==> config.mk <==
export PLATFORM = sky130hd
export DESIGN_NAME = debug_controller_flat
export DESIGN_NICKNAME = d
export VERILOG_FILES = /design/src/rtl/debug_pkg.sv /design/src/rtl/debug_controller_if.sv /design/src/rtl/debug_frame_sender.sv /design/src/rtl/debug_controller.sv /design/src/flat_wrapper.sv
export SDC_FILE = /design/constraint.sdc
export NUM_CORES = 1
export LEC_CHECK = 0
export BUFFER_PORTS_ARGS = -buffer_cell sky130_fd_sc_hd__buf_2
export CAP_MARGIN = 20
export CORE_MARGIN = 2
export CORE_UTILIZATION = 50
export DETAILED_ROUTE_END_ITERATION = 16
export PLACE_DENSITY_LB_ADDON = 0.25
export RECOVER_POWER = 50
export SLEW_MARGIN = 20
export SYNTH_ARGS = -nofsm -noshare
export SYNTH_HDL_FRONTEND = slang
export SYNTH_SLANG_ARGS = --single-unit
==> constraint.sdc <==
create_clock -name clock -period 2.7 [get_ports clock]
set_input_delay 0.135 -clock clock [delete_from_list [all_inputs] [get_ports clock]]
set_output_delay 0.135 -clock clock [all_outputs]
set_load 0.05 [all_outputs]
==> src/rtl/debug_pkg.sv <==
// Shared definitions for the debug controller: FSM state encoding and command/frame byte values.
package debug_pkg;

  typedef enum logic [2:0] {
    S_IDLE,
    S_STEP,
    S_CONT,
    S_SNAP,
    S_LOAD,
    S_WAIT
  } state_t;

  localparam logic [7:0] CMD_STEP     = 8'h73;
  localparam logic [7:0] CMD_CONT     = 8'h63;
  localparam logic [7:0] FRAME_HEADER = 8'hA5;

endpackage

==> src/rtl/debug_controller_if.sv <==
// UART byte-level link between the debug controller (master) and the UART receiver/transmitter (slave).
interface debug_controller_if;

  // rx_valid is a one-cycle pulse qualifying rx_data; there is no back-pressure on receive.
  // tx_start is a one-cycle request, only ever raised while tx_busy is low; tx_data is held
  // stable from tx_start until the transmitter answers with a one-cycle tx_done pulse.
  logic [7:0] rx_data;
  logic       rx_valid;
  logic [7:0] tx_data;
  logic       tx_start;
  logic       tx_busy;
  logic       tx_done;

  modport master (
    input  rx_data, rx_valid, tx_busy, tx_done,
    output tx_data, tx_start
  );

  modport slave (
    output rx_data, rx_valid, tx_busy, tx_done,
    input  tx_data, tx_start
  );

endinterface

==> src/rtl/debug_frame_sender.sv <==
// Snapshot shadow register and byte-by-byte frame transmitter (LOAD/WAIT handshake, send counter).
// Optional DEBUG_HEADER_EN prefixes every frame with FRAME_HEADER.
module debug_frame_sender
  import debug_pkg::*;
#(
  parameter int DUMP_BYTES = 16
) (
  input  logic                    clock,
  input  logic                    resetGral,
  input  logic                    start,
  input  logic [8*DUMP_BYTES-1:0] dump_data,
  input  logic                    tx_busy,
  input  logic                    tx_done,
  output logic [7:0]              tx_data,
  output logic                    tx_start,
  output logic [7:0]              send_counter,
  output logic                    done,
  output state_t                  phase
);

`ifdef DEBUG_HEADER_EN
  localparam int FRAME_LEN = DUMP_BYTES + 1;
`else
  localparam int FRAME_LEN = DUMP_BYTES;
`endif
  localparam logic [7:0] LAST_INDEX = 8'(FRAME_LEN - 1);

  logic [8*DUMP_BYTES-1:0] shadow;
  logic [7:0]              index;
  logic [7:0]              first_byte;
  logic [7:0]              data_index;
  logic [7:0]              next_byte;
  logic                    last;

  // data_index is the shadow byte that follows frame position index.
`ifdef DEBUG_HEADER_EN
  assign first_byte = FRAME_HEADER;
  assign data_index = index;
`else
  assign first_byte = dump_data[7:0];
  assign data_index = index + 8'd1;
`endif

  always_comb begin
    next_byte = 8'h00;
    for (int k = 0; k < DUMP_BYTES; k++) begin
      if (data_index == 8'(k)) next_byte = shadow[8*k +: 8];
    end
  end

  assign last     = (index == LAST_INDEX);
  assign tx_start = (phase == S_LOAD) && !tx_busy;
  assign done     = (phase == S_WAIT) && tx_done && last;

  always_ff @(posedge clock or negedge resetGral) begin
    if (!resetGral) begin
      phase        <= S_IDLE;
      shadow       <= '0;
      index        <= 8'd0;
      tx_data      <= 8'h00;
      send_counter <= 8'd0;
    end else begin
      case (phase)
        S_IDLE: begin
          if (start) begin
            shadow       <= dump_data;
            index        <= 8'd0;
            send_counter <= 8'd0;
            tx_data      <= first_byte;
            phase        <= S_LOAD;
          end
        end
        S_LOAD: begin
          if (!tx_busy) phase <= S_WAIT;
        end
        S_WAIT: begin
          if (tx_done) begin
            send_counter <= send_counter + 8'd1;
            index        <= index + 8'd1;
            if (last) begin
              phase <= S_IDLE;
            end else begin
              tx_data <= next_byte;
              phase   <= S_LOAD;
            end
          end
        end
        default: phase <= S_IDLE;
      endcase
    end
  end

endmodule

==> src/rtl/debug_controller.sv <==
// Command-driven debug FSM: single-step / continuous run of the datapath, then a snapshot frame over UART.
// Define DEBUG_HEADER_EN to prefix each frame with a 0xA5 header byte.
module debug_controller
  import debug_pkg::*;
#(
  parameter int DUMP_BYTES = 16
) (
  input  logic                    clock,
  input  logic                    resetGral,
  debug_controller_if.master      uart,
  input  logic [8*DUMP_BYTES-1:0] dump_data,
  input  logic                    pipe_halt,
  output logic                    pipe_enable,
  output logic                    led_idle,
  output logic                    led_step,
  output logic                    led_send,
  output logic                    led_cont,
  output logic [7:0]              send_counter,
  output logic                    sent_flag,
  output state_t                  fsm_state
);

  state_t     state;
  state_t     sender_phase;
  logic       frame_start;
  logic       frame_done;
  logic [7:0] frame_tx_data;
  logic       frame_tx_start;

  assign frame_start = (state == S_SNAP);

  // While a frame is in flight the top sits in S_LOAD; the sender's phase tells LOAD from WAIT.
  assign fsm_state = (state == S_LOAD) ? sender_phase : state;

  assign uart.tx_data  = frame_tx_data;
  assign uart.tx_start = frame_tx_start;

  debug_frame_sender #(.DUMP_BYTES(DUMP_BYTES)) u_sender (
    .clock        (clock),
    .resetGral    (resetGral),
    .start        (frame_start),
    .dump_data    (dump_data),
    .tx_busy      (uart.tx_busy),
    .tx_done      (uart.tx_done),
    .tx_data      (frame_tx_data),
    .tx_start     (frame_tx_start),
    .send_counter (send_counter),
    .done         (frame_done),
    .phase        (sender_phase)
  );

  always_ff @(posedge clock or negedge resetGral) begin
    if (!resetGral) begin
      state       <= S_IDLE;
      pipe_enable <= 1'b0;
      sent_flag   <= 1'b0;
      led_idle    <= 1'b1;
      led_step    <= 1'b0;
      led_cont    <= 1'b0;
      led_send    <= 1'b0;
    end else begin
      sent_flag <= 1'b0;
      case (state)
        S_IDLE: begin
          if (uart.rx_valid && uart.rx_data == CMD_STEP) begin
            state       <= S_STEP;
            pipe_enable <= 1'b1;
            led_idle    <= 1'b0;
            led_step    <= 1'b1;
          end else if (uart.rx_valid && uart.rx_data == CMD_CONT) begin
            state       <= S_CONT;
            pipe_enable <= 1'b1;
            led_idle    <= 1'b0;
            led_cont    <= 1'b1;
          end
        end
        S_STEP: begin
          state       <= S_SNAP;
          pipe_enable <= 1'b0;
          led_step    <= 1'b0;
          led_send    <= 1'b1;
        end
        S_CONT: begin
          if (pipe_halt) begin
            state       <= S_SNAP;
            pipe_enable <= 1'b0;
            led_cont    <= 1'b0;
            led_send    <= 1'b1;
          end
        end
        S_SNAP: state <= S_LOAD;
        S_LOAD: begin
          if (frame_done) begin
            state     <= S_IDLE;
            sent_flag <= 1'b1;
            led_send  <= 1'b0;
            led_idle  <= 1'b1;
          end
        end
        default: begin
          state       <= S_IDLE;
          pipe_enable <= 1'b0;
          led_idle    <= 1'b1;
          led_step    <= 1'b0;
          led_cont    <= 1'b0;
          led_send    <= 1'b0;
        end
      endcase
    end
  end

endmodule

==> src/flat_wrapper.sv <==
// flat-port wrapper written by rule: the top's interface ports become plain ports
module debug_controller_flat import debug_pkg::*;
#(
  parameter int DUMP_BYTES = 16
)
  (clock, resetGral, dump_data, pipe_halt, pipe_enable, led_idle, led_step, led_send, led_cont, send_counter, sent_flag, fsm_state, uart_rx_data, uart_rx_valid, uart_tx_busy, uart_tx_done, uart_tx_data, uart_tx_start);
  debug_controller_if uart_i ();
  input  logic clock;
  input  logic resetGral;
  input  logic [8*DUMP_BYTES-1:0] dump_data;
  input  logic pipe_halt;
  output logic pipe_enable;
  output logic led_idle;
  output logic led_step;
  output logic led_send;
  output logic led_cont;
  output logic [7:0] send_counter;
  output logic sent_flag;
  output state_t fsm_state;
  input wire logic [$bits(uart_i.rx_data)-1:0] uart_rx_data;
  input wire logic [$bits(uart_i.rx_valid)-1:0] uart_rx_valid;
  input wire logic [$bits(uart_i.tx_busy)-1:0] uart_tx_busy;
  input wire logic [$bits(uart_i.tx_done)-1:0] uart_tx_done;
  output wire logic [$bits(uart_i.tx_data)-1:0] uart_tx_data;
  output wire logic [$bits(uart_i.tx_start)-1:0] uart_tx_start;
  assign uart_i.rx_data = uart_rx_data;
  assign uart_i.rx_valid = uart_rx_valid;
  assign uart_i.tx_busy = uart_tx_busy;
  assign uart_i.tx_done = uart_tx_done;
  assign uart_tx_data = uart_i.tx_data;
  assign uart_tx_start = uart_i.tx_start;
  debug_controller #(.DUMP_BYTES(DUMP_BYTES)) u_core (.clock(clock), .resetGral(resetGral), .uart(uart_i), .dump_data(dump_data), .pipe_halt(pipe_halt), .pipe_enable(pipe_enable), .led_idle(led_idle), .led_step(led_step), .led_send(led_send), .led_cont(led_cont), .send_counter(send_counter), .sent_flag(sent_flag), .fsm_state(fsm_state));
endmodule
Word level (Yosys, flattened, before mapping). Cells that the tools add are included. Widths: inputs -> output; s select.

Add/sub/neg operators: 2. Equality and inequality tests: 34. Muxes and demuxes: 53. Bitwise operators: 5. Reductions and logical operators: 25.

Operators with widths (number): $mux 8 (22); $eq 8x4->1 const B (9); $pmux 8 s2 (3); $eq 8x3->1 const B (4); $mux 3 (9); $reduce_and 3->1 (6); $add 8x1->8 const B (2); $eq 8x2->1 const B (2); $eq 8x7->1 const B (2); $pmux 3 s5 (1); $mux 1 (12); $ne 2x2->1 const B (5); $eq 3x3->1 const B (3); $pmux 1 s3 (3); $pmux 3 s3 (1); $reduce_or 3->1 (3); $eq 8x1->1 const B (1); $logic_not 8->1 (1); $ne 2x1->1 const B (4); $reduce_and 4->1 (2); $eq 3x2->1 const B (2); $logic_not 3->1 (2); $logic_and 1x1->1 (5); $not 1->1 (5); 8 further kinds (10).

Flip-flop bits (word level): 164. Input bits: 142. Output and inout bits: 26.

Depth between registers and ports, before layout. Gate-level depths: netlist (run 1).

Word-level depth: 21. Mapped depth: 11. Gate-level depth less buffers: 10.

Hierarchy. From an unflattened synthesis (run 1), not the netlist that was laid out.

Cell total of the unflattened synthesis: 722. Area, all modules: 8086.5 µm².

By module, submodules not included: debug_frame_sender (instances 1, cells an instance 667, area an instance 7557.2 µm², sequential area each 3853.7 µm²); debug_controller (instances 1, cells an instance 55, area an instance 529.3 µm², sequential area each 226.5 µm²).

Worst setup path before layout (run 1). OpenSTA, ideal clock, no wires.

Path type: reg2reg. From: register u_core.u_sender.index[0]. To: register u_core.u_sender.tx_data[5]. Data arrival time: 2.499 ns. Data required time: 2.568 ns. Path slack: 0.069 ns. Stages on the path, launching flop included: 12. Buffers on the path: 3. Period minus slack after synthesis: 2.631 ns. Cell sequence: dfrtp_1 ha_1 buf_2 a311o_1 o31a_1 or3_1 buf_6 buf_8 o22ai_2 a21oi_1 o41ai_1 a21oi_1.

Longest elaborated chain between the ends: 21. Elaborated cells on any way between the ends: 39. Those cells by class: add/sub (1); eq/ne (17); mux (19); reduce/logical (2).

Ends and longest elaborated chain: from (decl) (line debug_frame_sender.sv:29) `logic [7:0] index;`; from (signal assigned) (line debug_frame_sender.sv:79) `index <= index + 8'd1;`; $add 8x1->8 (line debug_frame_sender.sv:41) `assign data_index = index + 8'd1;`; $logic_not 8->1 (line debug_frame_sender.sv:47) `if (data_index == 8'(k)) next_byte = shadow[8*k +: 8];`; $mux 8 (16 in a row) (line debug_frame_sender.sv:47); $mux 8 (line debug_frame_sender.sv:80) `if (last) begin`; $mux 8 (line debug_frame_sender.sv:77) `if (tx_done) begin`; $pmux 8 s2 (line debug_frame_sender.sv:63) `case (phase)`; to (signal assigned) (line debug_frame_sender.sv:69) `tx_data <= first_byte;`; to (signal assigned) (line debug_frame_sender.sv:83) `tx_data <= next_byte;`; to (decl) (line debug_frame_sender.sv:14) `output logic [7:0] tx_data,`.

Parallel ways exist; a longest one is shown, timed or not. The select of a mux whose other input is x is not followed. A chain may end at the register's enable or synchronous reset.

Final worst setup path (run 1).
From: register u_core.u_sender.index[0]. To: register u_core.u_sender.tx_data[7].

The elaborated chain is that of the path after synthesis.

==> impl_metrics.py, run 1 <==
metrics = {
    "worst_setup_path": {
        "path_cells": "ha_2 -> buf_4 -> or3_1 -> o31ai_4 -> o211a_4 -> nand2_1 -> a222oi_1 -> a21o_1 -> a21oi_1 -> o311a_1",
        "path_max_fanout": 5,
        "cp-start-kind": "flop",
        "cp-end-kind": "flop",
        "path_class": "reg -> reg",
        "critPathMaxStageDelay_ps": 410,
        "worstReg2RegStart": "u_core.u_sender.index[0]",
        "critPathArrivalTime_ps": 2950,
        "critPathRequiredTime_ps": 3020,
        "ff2ff_setup_slack_ps": 70,
        "cpMaxStageDelayCell": "or3_1",
        "crit_start": "u_core.u_sender.index[0]",
    },
    "die": {
        "row_count": 47,
        "core_region_area_um2": 16470,
        "design.die.area_um2": 17810,
        "ios": 168,
        "die_y_um": 133.5,
        "fp.dieW_um": 133.5,
        "start_util_pct": 50.89,
    },
    "flow_run": {
        "cap_violations": 1,
    },
    "sta": {
        "clock_skew_ps": 9.059,
        "finalSetupViolCount": 0,
        "fmax_mhz": 380.4,
        "final_hold_viol_count": 0,
        "slew_headroom_pct": -3.400,
        "min_period_over_period_pct": 97.37,
        "period_needed_ps": 2629,
        "rsz0062_at_grt": "yes",
        "finalMaxSlewViolations": 60,
        "tightest_slew_ps": 1551,
    },
    "clock_network": {
        "cts_tree": "done",
        "cts_num_sinks": 163,
        "clk_latency_ps": 430,
        "cts.htree.levels": 4,
        "cts_buffer_depth": 2,
        "clockRootBuffer": "clkbuf_16",
        "cts_made_buffers": 17,
        "cts.clk_slew.worst_paths_ps": 70,
    },
    "finish": {
        "final_net_count": 1477,
        "fin_area_um2": 11660,
        "final_cell_mix": "nand2_1 (438), dfrtp_1 (160), buf_2 (156), dlygate4sd3_1 (131), nor2_1 (52)",
        "stdcell_count": 1564,
        "fill_cells": 1249,
        "final_common_cell": "nand2_1",
        "drive_gt1_share_pct": 21.22,
        "syn2layout_area_growth_pct": 39.12,
    },
    "power": {
        "power.leakage_nw": 5.688,
        "cell_internal_pwr_mw": 7.092,
        "seq_power_share_pct": 37.1,
        "powerDensity_nw_per_um2": 1049,
        "p_comb_share_pct": 42.1,
        "switching_share_pct": 42.01,
        "pwr-share-clk_pct": 20.9,
        "ir_drop_v": 0.0006244,
        "p_switching_mw": 5.138,
    },
    "status": {
        "failed_checks": "max-capacitance violations, max-slew violations",
        "status": "finished, violations left",
    },
    "route": {
        "first_pass_iters": 6,
        "wire_per_inst_um": 17.76,
        "routed_wl_um": 27780,
        "drc": 0,
        "routed_via_density": 5.557,
        "vias": 8691,
        "drt_iter0_markers": 739,
        "postRouteAntennaNets": 0,
    },
    "synthesis": {
        "synth-async-reset-ratio_pct": 100.0,
        "synthTopCellsByArea": "dfrtp_1 (48%), nand2_1 (20%), a21oi_1 (3.0%)",
        "syn_area_per_cell_um2": 8.223,
        "syn-num-nets": 1166,
        "synth_seq_cells": 163,
        "synth_area_leader_cell": "dfrtp_1",
        "syn_area_um2": 8379,
        "ys_seq_area_share_pct": 48.69,
        "yosysTopAreaCellShare_pct": 48.38,
        "yosys.cell_types.count": 84,
        "synth_edf_count": 0,
        "synth_cells": 1019,
        "yosys_warnings": 0,
        "ys.flop_type": "dfrtp_1",
    },
    "global_route": {
        "antenna_found_initial": 0,
        "grt_remaining_overflow": 0,
        "grt_use_total_pct": 32.05,
        "grt_pass1_vias": 8793,
        "grt_pass1_wl_um": 44420,
        "grt_max_degree": 141,
    },
    "placed_design": {
        "dpl.hpwl_um": 18090,
        "placedInstanceArea_um2": 9643,
        "dp.cells": 1398,
        "portBuffers": 167,
        "place.gp.congestion": 0.9819,
    },
    "worst_hold_path": {
        "hold_path_class": "in -> reg",
        "hold_path_startpoint": "uart_rx_data[4]",
    },
}
sequential cells by signal (all words and copies together) (netlist names), 2 cells and up:
register,cells
u_core.u_sender.send_counter,8
u_core.u_sender.tx_data,8
u_core.u_sender.shadow,128
u_core.state,3
u_core.u_sender.phase,2
u_core.u_sender.index,8
power by group through the flow:
stage               Combinational, mW  Sequential, mW  Clock [mW]
CTS                              4.95            4.49        2.58
detailed placement               4.76            4.51           0
global route                     5.64            4.63        2.69
finish                           5.14            4.53        2.55
global placement                 4.66            4.50           0
floorplan                        3.11            4.41           0
metrics by stage:
step                util (%)  setup WS (ps)  TNS (ps)  power [mW]  hold WS (ps)
floorplan                  -          69.32         0       7.523        -160.6
global placement       58.56          83.86         0       9.162         136.0
detailed placement     58.56          62.70         0       9.263         139.8
CTS                    70.33          54.02         0       12.03         51.80
global route           70.78         -13.53    -13.53       12.96         114.0
finish                 70.80          71.12         0       12.23         67.31
worst max-delay path, delay by kind of cell (launching register included):
family	cells	cell delay, ps
AOI/OAI and AO/OA	6	1250
adders and majority gates	1	250
buffers and inverters	1	170
DFF	1	400
and+or+nand+nor	2	450
logic make-up after synthesis:
family	Yosys count	share of synthesized area [%]
buffers and inverters	73	4.181
adder cells (fa/ha/maj)	5	0.7466
AO/OA/AOI/OAI	205	16.86
XOR/XNOR	10	1.135
multiplexers	2	0.2538
flip-flops	163	48.69
AND/OR/NAND/NOR	561	28.13
synth_stat cells (3+ instances only):
master     instances
and3_1             5
a22oi_1           10
nor3_1             9
nand2_1          438
dfrtp_1          162
nor2_1            52
o31ai_1            3
o21a_1             3
o2bb2ai_1          8
o21ai_0           47
o41ai_1            3
nor3_2             3
a221oi_1          19
nand4_1            3
and2_1             3
o22ai_1           15
buf_6              4
xor2_1             7
buf_2              6
nand3_1           13
o21bai_1           3
o211ai_1           6
or3_1              4
ha_1               5
clkbuf_1          46
a21oi_1           50
inv_1             11
nand2b_1           5
o211a_1            3
a21o_1             4
timing repair:
item | CTS | global route
resized for setup | 0 | 18
endpoints found under the setup margin | 0 | 8
buffers inserted | 0 | 2
endpoints found under the hold margin | 186 | 0
hold buffers | 131 | 0
path summary, 6_finish.rpt:
path | to | cells past startpoint
max | u_core.u_sender.tx_data[7] | 10
min | u_core.led_cont | 4
max reg2reg | u_core.u_sender.tx_data[7] | 10
min reg2reg | u_core.u_sender.shadow[77] | 2
max in group asynchronous | u_core.u_sender.tx_data[2] | 3
min in group asynchronous | u_core.led_cont | 2
metal layers:
metal / vias up / global-route usage (%) / part of all wire [%]
met4: 0 / 16.55 / 4.9
met3: 105 / 6.279 / 6.2
met2: 388 / 54.12 / 49
met5: - / 0 / 0
li1: 4057 / - / -
met1: 4141 / 39.18 / 40
layout make-up:
class / instances / area (µm²) / area share, %
timing repair buffer: 354 / 2590 / 22.22
antenna: 1 / 2.502 / 0.02147
sequential: 163 / 4083 / 35.02
clock inverter: 13 / 173.9 / 1.492
inverter: 11 / 41.29 / 0.3542
tap: 220 / 275.3 / 2.361
clock buffer: 19 / 452.9 / 3.885
multi-input combinational: 783 / 4039 / 34.65
No activity file was read; power rests on OpenSTA's default activity.
==> inputs of run 2 (changes only) <==
--- a/config.mk
+++ b/config.mk
@@ -7,7 +7,6 @@
 export LEC_CHECK = 0
 export BUFFER_PORTS_ARGS = -buffer_cell sky130_fd_sc_hd__buf_2
 export CAP_MARGIN = 20
-export CORE_MARGIN = 2
 export CORE_UTILIZATION = 50
 export DETAILED_ROUTE_END_ITERATION = 16
 export PLACE_DENSITY_LB_ADDON = 0.25
==> impl_metrics.py, run 2 (synthesis gave the netlist of run 1 again) <==
metrics = {
    "finish": {
        "fin_area_um2": 11660,
        "syn2layout_area_growth_pct": 39.17,
        "regMostFlops": "u_core.u_sender.shadow",
        "fill_cells": 1233,
        "stdcell_count": 1564,
        "final_net_count": 1482,
        "final_common_cell": "nand2_1",
        "drive_gt1_share_pct": 21.53,
        "largest_register_ffs": 128,
        "final_cell_mix": "nand2_1 (438), dfrtp_1 (161), buf_2 (155), dlygate4sd3_1 (130), buf_4 (55)",
    },
    "worst_setup_path": {
        "critPathRequiredTime_ps": 2990,
        "cp-start-kind": "flop",
        "path_max_fanout": 10,
        "critPathArrivalTime_ps": 2930,
        "ff2ff_setup_slack_ps": 60,
        "path_class": "reg -> reg",
        "worstReg2RegStart": "u_core.u_sender.index[5]",
        "cp-end-kind": "flop",
        "crit_start": "u_core.u_sender.index[5]",
    },
    "placed_design": {
        "dpl.hpwl_um": 18120,
        "dp_slack_ps": 52.35,
        "place.gp.congestion": 0.9515,
        "placedInstanceArea_um2": 9703,
        "portBuffers": 167,
        "dp.cells": 1401,
    },
    "global_route": {
        "grt_pass1_vias": 8774,
        "grt_remaining_overflow": 0,
        "grt_use_total_pct": 33.54,
        "grt_max_degree": 141,
        "antenna_found_initial": 1,
        "grt_pass1_wl_um": 44910,
    },
    "status": {
        "status": "completed",
    },
    "clock_network": {
        "cts.htree.levels": 4,
        "clockRootBuffer": "clkbuf_16",
        "cts_made_buffers": 17,
        "clk_latency_ps": 430,
        "cts.clk_slew.worst_paths_ps": 70,
        "cts_tree": "done",
        "cts_buffer_depth": 2,
        "cts_num_sinks": 163,
    },
    "sta": {
        "hold_slack_ps": 26.89,
        "setup_ws_ps": 61.32,
        "slew_headroom_pct": 7.329,
        "finalMaxSlewViolations": 0,
        "finalSetupViolCount": 0,
        "setup_tns_ps": 0,
        "clock_skew_ps": 7.710,
        "period_needed_ps": 2639,
        "tightest_slew_ps": 1390,
        "final_hold_viol_count": 0,
        "min_period_over_period_pct": 97.73,
        "fmax_mhz": 379.0,
    },
    "power": {
        "powerDensity_nw_per_um2": 1053,
        "pwr-share-clk_pct": 20.5,
        "switching_share_pct": 42.24,
        "p_switching_mw": 5.185,
        "ir_drop_v": 0.0006690,
        "power.leakage_nw": 5.689,
        "p_comb_share_pct": 42.7,
        "cell_internal_pwr_mw": 7.090,
        "seq_power_share_pct": 36.8,
    },
    "worst_hold_path": {
        "hold_path_startpoint": "uart_tx_busy",
        "hold_path_class": "in -> reg",
    },
    "die": {
        "design.die.area_um2": 17280,
        "ios": 168,
        "fp.dieW_um": 131.5,
        "start_util_pct": 52.00,
        "die_y_um": 131.5,
        "core_region_area_um2": 16120,
        "row_count": 46,
    },
    "route": {
        "routed_wl_um": 28590,
        "wl_met1_um": 11620,
        "postRouteAntennaNets": 0,
        "vias": 8640,
        "met3_length_um": 1384,
        "routed_via_density": 5.524,
        "highest_layer": "met4",
        "drt_iter0_markers": 777,
        "met2_length_um": 14360,
        "wire_per_inst_um": 18.28,
        "first_pass_iters": 6,
        "drc": 0,
    },
    "flow_run": {
        "cap_violations": 0,
    },
}
==> run 2: layer usage <==
layer,up-vias,GRT usage (%)
li1,4068,-
met1,4166,40.57
met2,313,58.00
met3,93,5.748
met4,0,15.83
met5,-,0
==> run 2: power by group through the flow <==
stage | clock network, mW | registers, mW | logic [mW]
global placement | 0 | 4.48 | 4.75
floorplan | 0 | 4.41 | 3.11
finish | 2.52 | 4.51 | 5.24
global route | 2.63 | 4.60 | 5.70
detailed placement | 0 | 4.48 | 4.87
CTS | 2.53 | 4.46 | 5.08
==> run 2: worst paths after layout <==
kind	cells after the start	end
max	10	u_core.u_sender.tx_data[3]
min	3	u_core.u_sender.phase[0]
max reg2reg	10	u_core.u_sender.tx_data[3]
min reg2reg	2	u_core.u_sender.shadow[104]
max in group asynchronous	3	u_core.u_sender.shadow[74]
min in group asynchronous	2	u_core.led_cont
==> run 2: area by class of cell <==
type / instances / area (µm²) / share of cell area (%)
inverters: 11 / 41.29 / 0.3541
diodes: 1 / 2.502 / 0.02146
well taps: 216 / 270.3 / 2.318
multi-input cells: 783 / 4038 / 34.62
flip-flops and latches: 163 / 4081 / 35.00
clock inverters: 11 / 152.6 / 1.309
clock buffers: 20 / 456.7 / 3.916
repair buffers: 359 / 2619 / 22.46
==> run 2: per-stage QoR <==
step                utilization (%)  total power, mW
CTS                           72.13            12.08
global route                  72.36            12.93
detailed placement            60.21            9.351
finish                        72.36            12.27
floorplan                         -            7.523
global placement              60.21            9.236
==> run 2: worst max-delay path, cell delays in order (launching register included) <==
cell       delay (ps)
dfrtp_1           520
xor2_1            350
o31a_1            200
buf_4             140
nor3_2             40
buf_4             170
nand2_1           240
o2bb2ai_2         100
a221oi_1          410
o211a_1           250
a21oi_1            90
==> run 2: timing repair <==
action                                  4_1_cts  5_1_grt
endpoints found under the setup margin        1        8
buffers inserted                              0        1
cloned                                        0        0
hold endpoints to repair                    182        0
hold buffers                                130        0
gates resized for setup                       2       14
pin swaps                                     0        2
==> inputs of run 3 (changes only) <==
--- a/config.mk
+++ b/config.mk
@@ -10,7 +10,6 @@
 export CORE_UTILIZATION = 50
 export DETAILED_ROUTE_END_ITERATION = 16
 export PLACE_DENSITY_LB_ADDON = 0.25
-export RECOVER_POWER = 50
 export SLEW_MARGIN = 20
 export SYNTH_ARGS = -nofsm -noshare
 export SYNTH_HDL_FRONTEND = slang
==> impl_metrics.py, run 3 (synthesis gave the netlist of run 1 again) <==
metrics = {
    "status": {
        "status": "completed",
    },
    "route": {
        "vias": 8681,
        "drt_iter0_markers": 779,
        "routed_via_density": 5.551,
        "postRouteAntennaNets": 0,
        "wire_per_inst_um": 18.30,
        "drc": 0,
        "routed_wl_um": 28620,
        "first_pass_iters": 8,
    },
    "finish": {
        "largest_register_ffs": 128,
        "final_common_cell": "nand2_1",
        "fin_util_pct": 72.69,
        "regMostFlops": "u_core.u_sender.shadow",
        "final_cell_mix": "nand2_1 (438), buf_2 (166), dfrtp_1 (161), dlygate4sd3_1 (130), buf_4 (57)",
        "drive_gt1_share_pct": 22.49,
        "syn2layout_area_growth_pct": 39.79,
        "stdcell_count": 1564,
        "final_net_count": 1482,
    },
    "clock_network": {
        "cts_buffer_depth": 2,
        "cts_tree": "done",
        "cts_made_buffers": 17,
        "clk_latency_ps": 430,
        "cts_num_sinks": 163,
        "cts.htree.levels": 4,
        "cts.clk_slew.worst_paths_ps": 60,
        "clockRootBuffer": "clkbuf_16",
    },
    "power": {
        "seq_power_share_pct": 36.8,
        "powerDensity_nw_per_um2": 1050,
        "power.leakage_nw": 5.750,
        "switching_share_pct": 42.16,
        "ir_drop_v": 0.0006690,
        "p_switching_mw": 5.183,
        "pwr-share-clk_pct": 20.5,
        "p_comb_share_pct": 42.8,
        "cell_internal_pwr_mw": 7.111,
    },
    "worst_setup_path": {
        "rr_worst_depth": 10,
        "ff2ff_setup_slack_ps": 70,
        "path_max_fanout": 10,
        "critPathRequiredTime_ps": 2990,
        "critPathArrivalTime_ps": 2920,
        "path_class": "reg -> reg",
        "cp-end-kind": "flop",
        "cp-start-kind": "flop",
        "worst_r2r_endpoint": "u_core.u_sender.tx_data[3]",
        "worstReg2RegStart": "u_core.u_sender.index[5]",
    },
    "die": {
        "ios": 168,
        "row_count": 46,
        "core_region_area_um2": 16120,
        "start_util_pct": 52.00,
        "design.die.area_um2": 17280,
        "fp.dieW_um": 131.5,
        "die_y_um": 131.5,
    },
    "sta": {
        "setup_tns_ps": 0,
        "fmax_mhz": 380.0,
        "tightest_slew_ps": 707.3,
        "final_hold_viol_count": 0,
        "period_needed_ps": 2631,
        "min_period_over_period_pct": 97.45,
        "finalSetupViolCount": 0,
        "hold_slack_ps": 24.91,
        "clock_skew_ps": 6.501,
        "slew_headroom_pct": 52.85,
        "finalMaxSlewViolations": 0,
    },
    "global_route": {
        "antenna_found_initial": 1,
        "grt_max_degree": 141,
        "grt_pass1_vias": 8774,
        "grt_pass1_wl_um": 44910,
        "grt_remaining_overflow": 0,
        "grt_use_total_pct": 33.54,
    },
    "placed_design": {
        "dp.cells": 1401,
        "dpl.hpwl_um": 18120,
        "portBuffers": 167,
        "place.gp.congestion": 0.9515,
    },
    "worst_hold_path": {
        "holdPathEnd": "u_core.u_sender.phase[0]",
        "hold_depth": 3,
        "hold_path_class": "in -> reg",
        "hold_path_startpoint": "uart_tx_busy",
    },
    "flow_run": {
        "cap_violations": 0,
    },
}
-- run 3: area by class of cell --
cell class              count  area (µm²)
well taps                 216       270.3
repair buffers            359        2671
clock inverters            11       152.6
multi-input cells         783        4038
fillers                  1221        4402
diodes                      1       2.502
clock buffers              20       456.7
flip-flops and latches    163        4081
inverters                  11       41.29
-- run 3: worst max path at each step --
stage / cells after the start / end / startpoint
after floorplan: 11 / u_core.u_sender.tx_data[5] / u_core.u_sender.index[0]
after global routing: 10 / u_core.u_sender.tx_data[3] / u_core.u_sender.index[5]
after global placement: 9 / u_core.u_sender.tx_data[4] / u_core.u_sender.index[0]
final: 10 / u_core.u_sender.tx_data[3] / u_core.u_sender.index[5]
after CTS: 8 / u_core.u_sender.tx_data[3] / u_core.u_sender.index[5]
after detailed placement: 9 / u_core.u_sender.tx_data[6] / u_core.u_sender.index[0]
-- run 3: through the flow --
step | setup WS [ps] | area, µm² | power, mW
3_5_place_dp | 52.35 | 9703 | 9.351
6_report | 68.76 | 11710 | 12.29
3_3_place_gp | 107.1 | 9703 | 9.236
4_1_cts | 29.33 | 11620 | 12.08
5_1_grt | -32.37 | 11710 | 12.96
2_1_floorplan | 69.32 | 8379 | 7.523
-- run 3: what timing repair did --
| item | CTS | global route |
|---|---|---|
| hold buffers | 130 | 0 |
| resized for setup | 2 | 14 |
| gates cloned | 0 | 0 |
| hold endpoints to repair | 182 | 0 |
| pin swaps | 0 | 2 |
| endpoints found under the setup margin | 1 | 8 |
| setup buffers | 0 | 1 |
-- run 3: routing by layer --
metal	wire length, µm	global-route usage, %	vias up
met5	0	0	-
met4	1280	15.83	0
met3	1558	5.748	97
met2	14310	58.00	375
met1	11460	40.57	4151
li1	-	-	4058
-- run 3: worst max-delay path: stages, from the launching register on --
cell and delay, ps:
dfrtp_1 520, xor2_1 350, o31a_1 200, buf_4 140, nor3_2 40, buf_4 170
nand2_1 230, o2bb2ai_2 100, a221oi_1 410, o211a_1 250, a21oi_1 90
-- run 3: power groups by stage --
| stage | combinational (mW) | sequential [mW] | clock [mW] |
|---|---|---|---|
| 2_1_floorplan | 3.11 | 4.41 | 0 |
| 3_3_place_gp | 4.75 | 4.48 | 0 |
| 5_1_grt | 5.73 | 4.60 | 2.63 |
| 6_report | 5.26 | 4.52 | 2.52 |
| 4_1_cts | 5.08 | 4.46 | 2.53 |
| 3_5_place_dp | 4.87 | 4.48 | 0 |
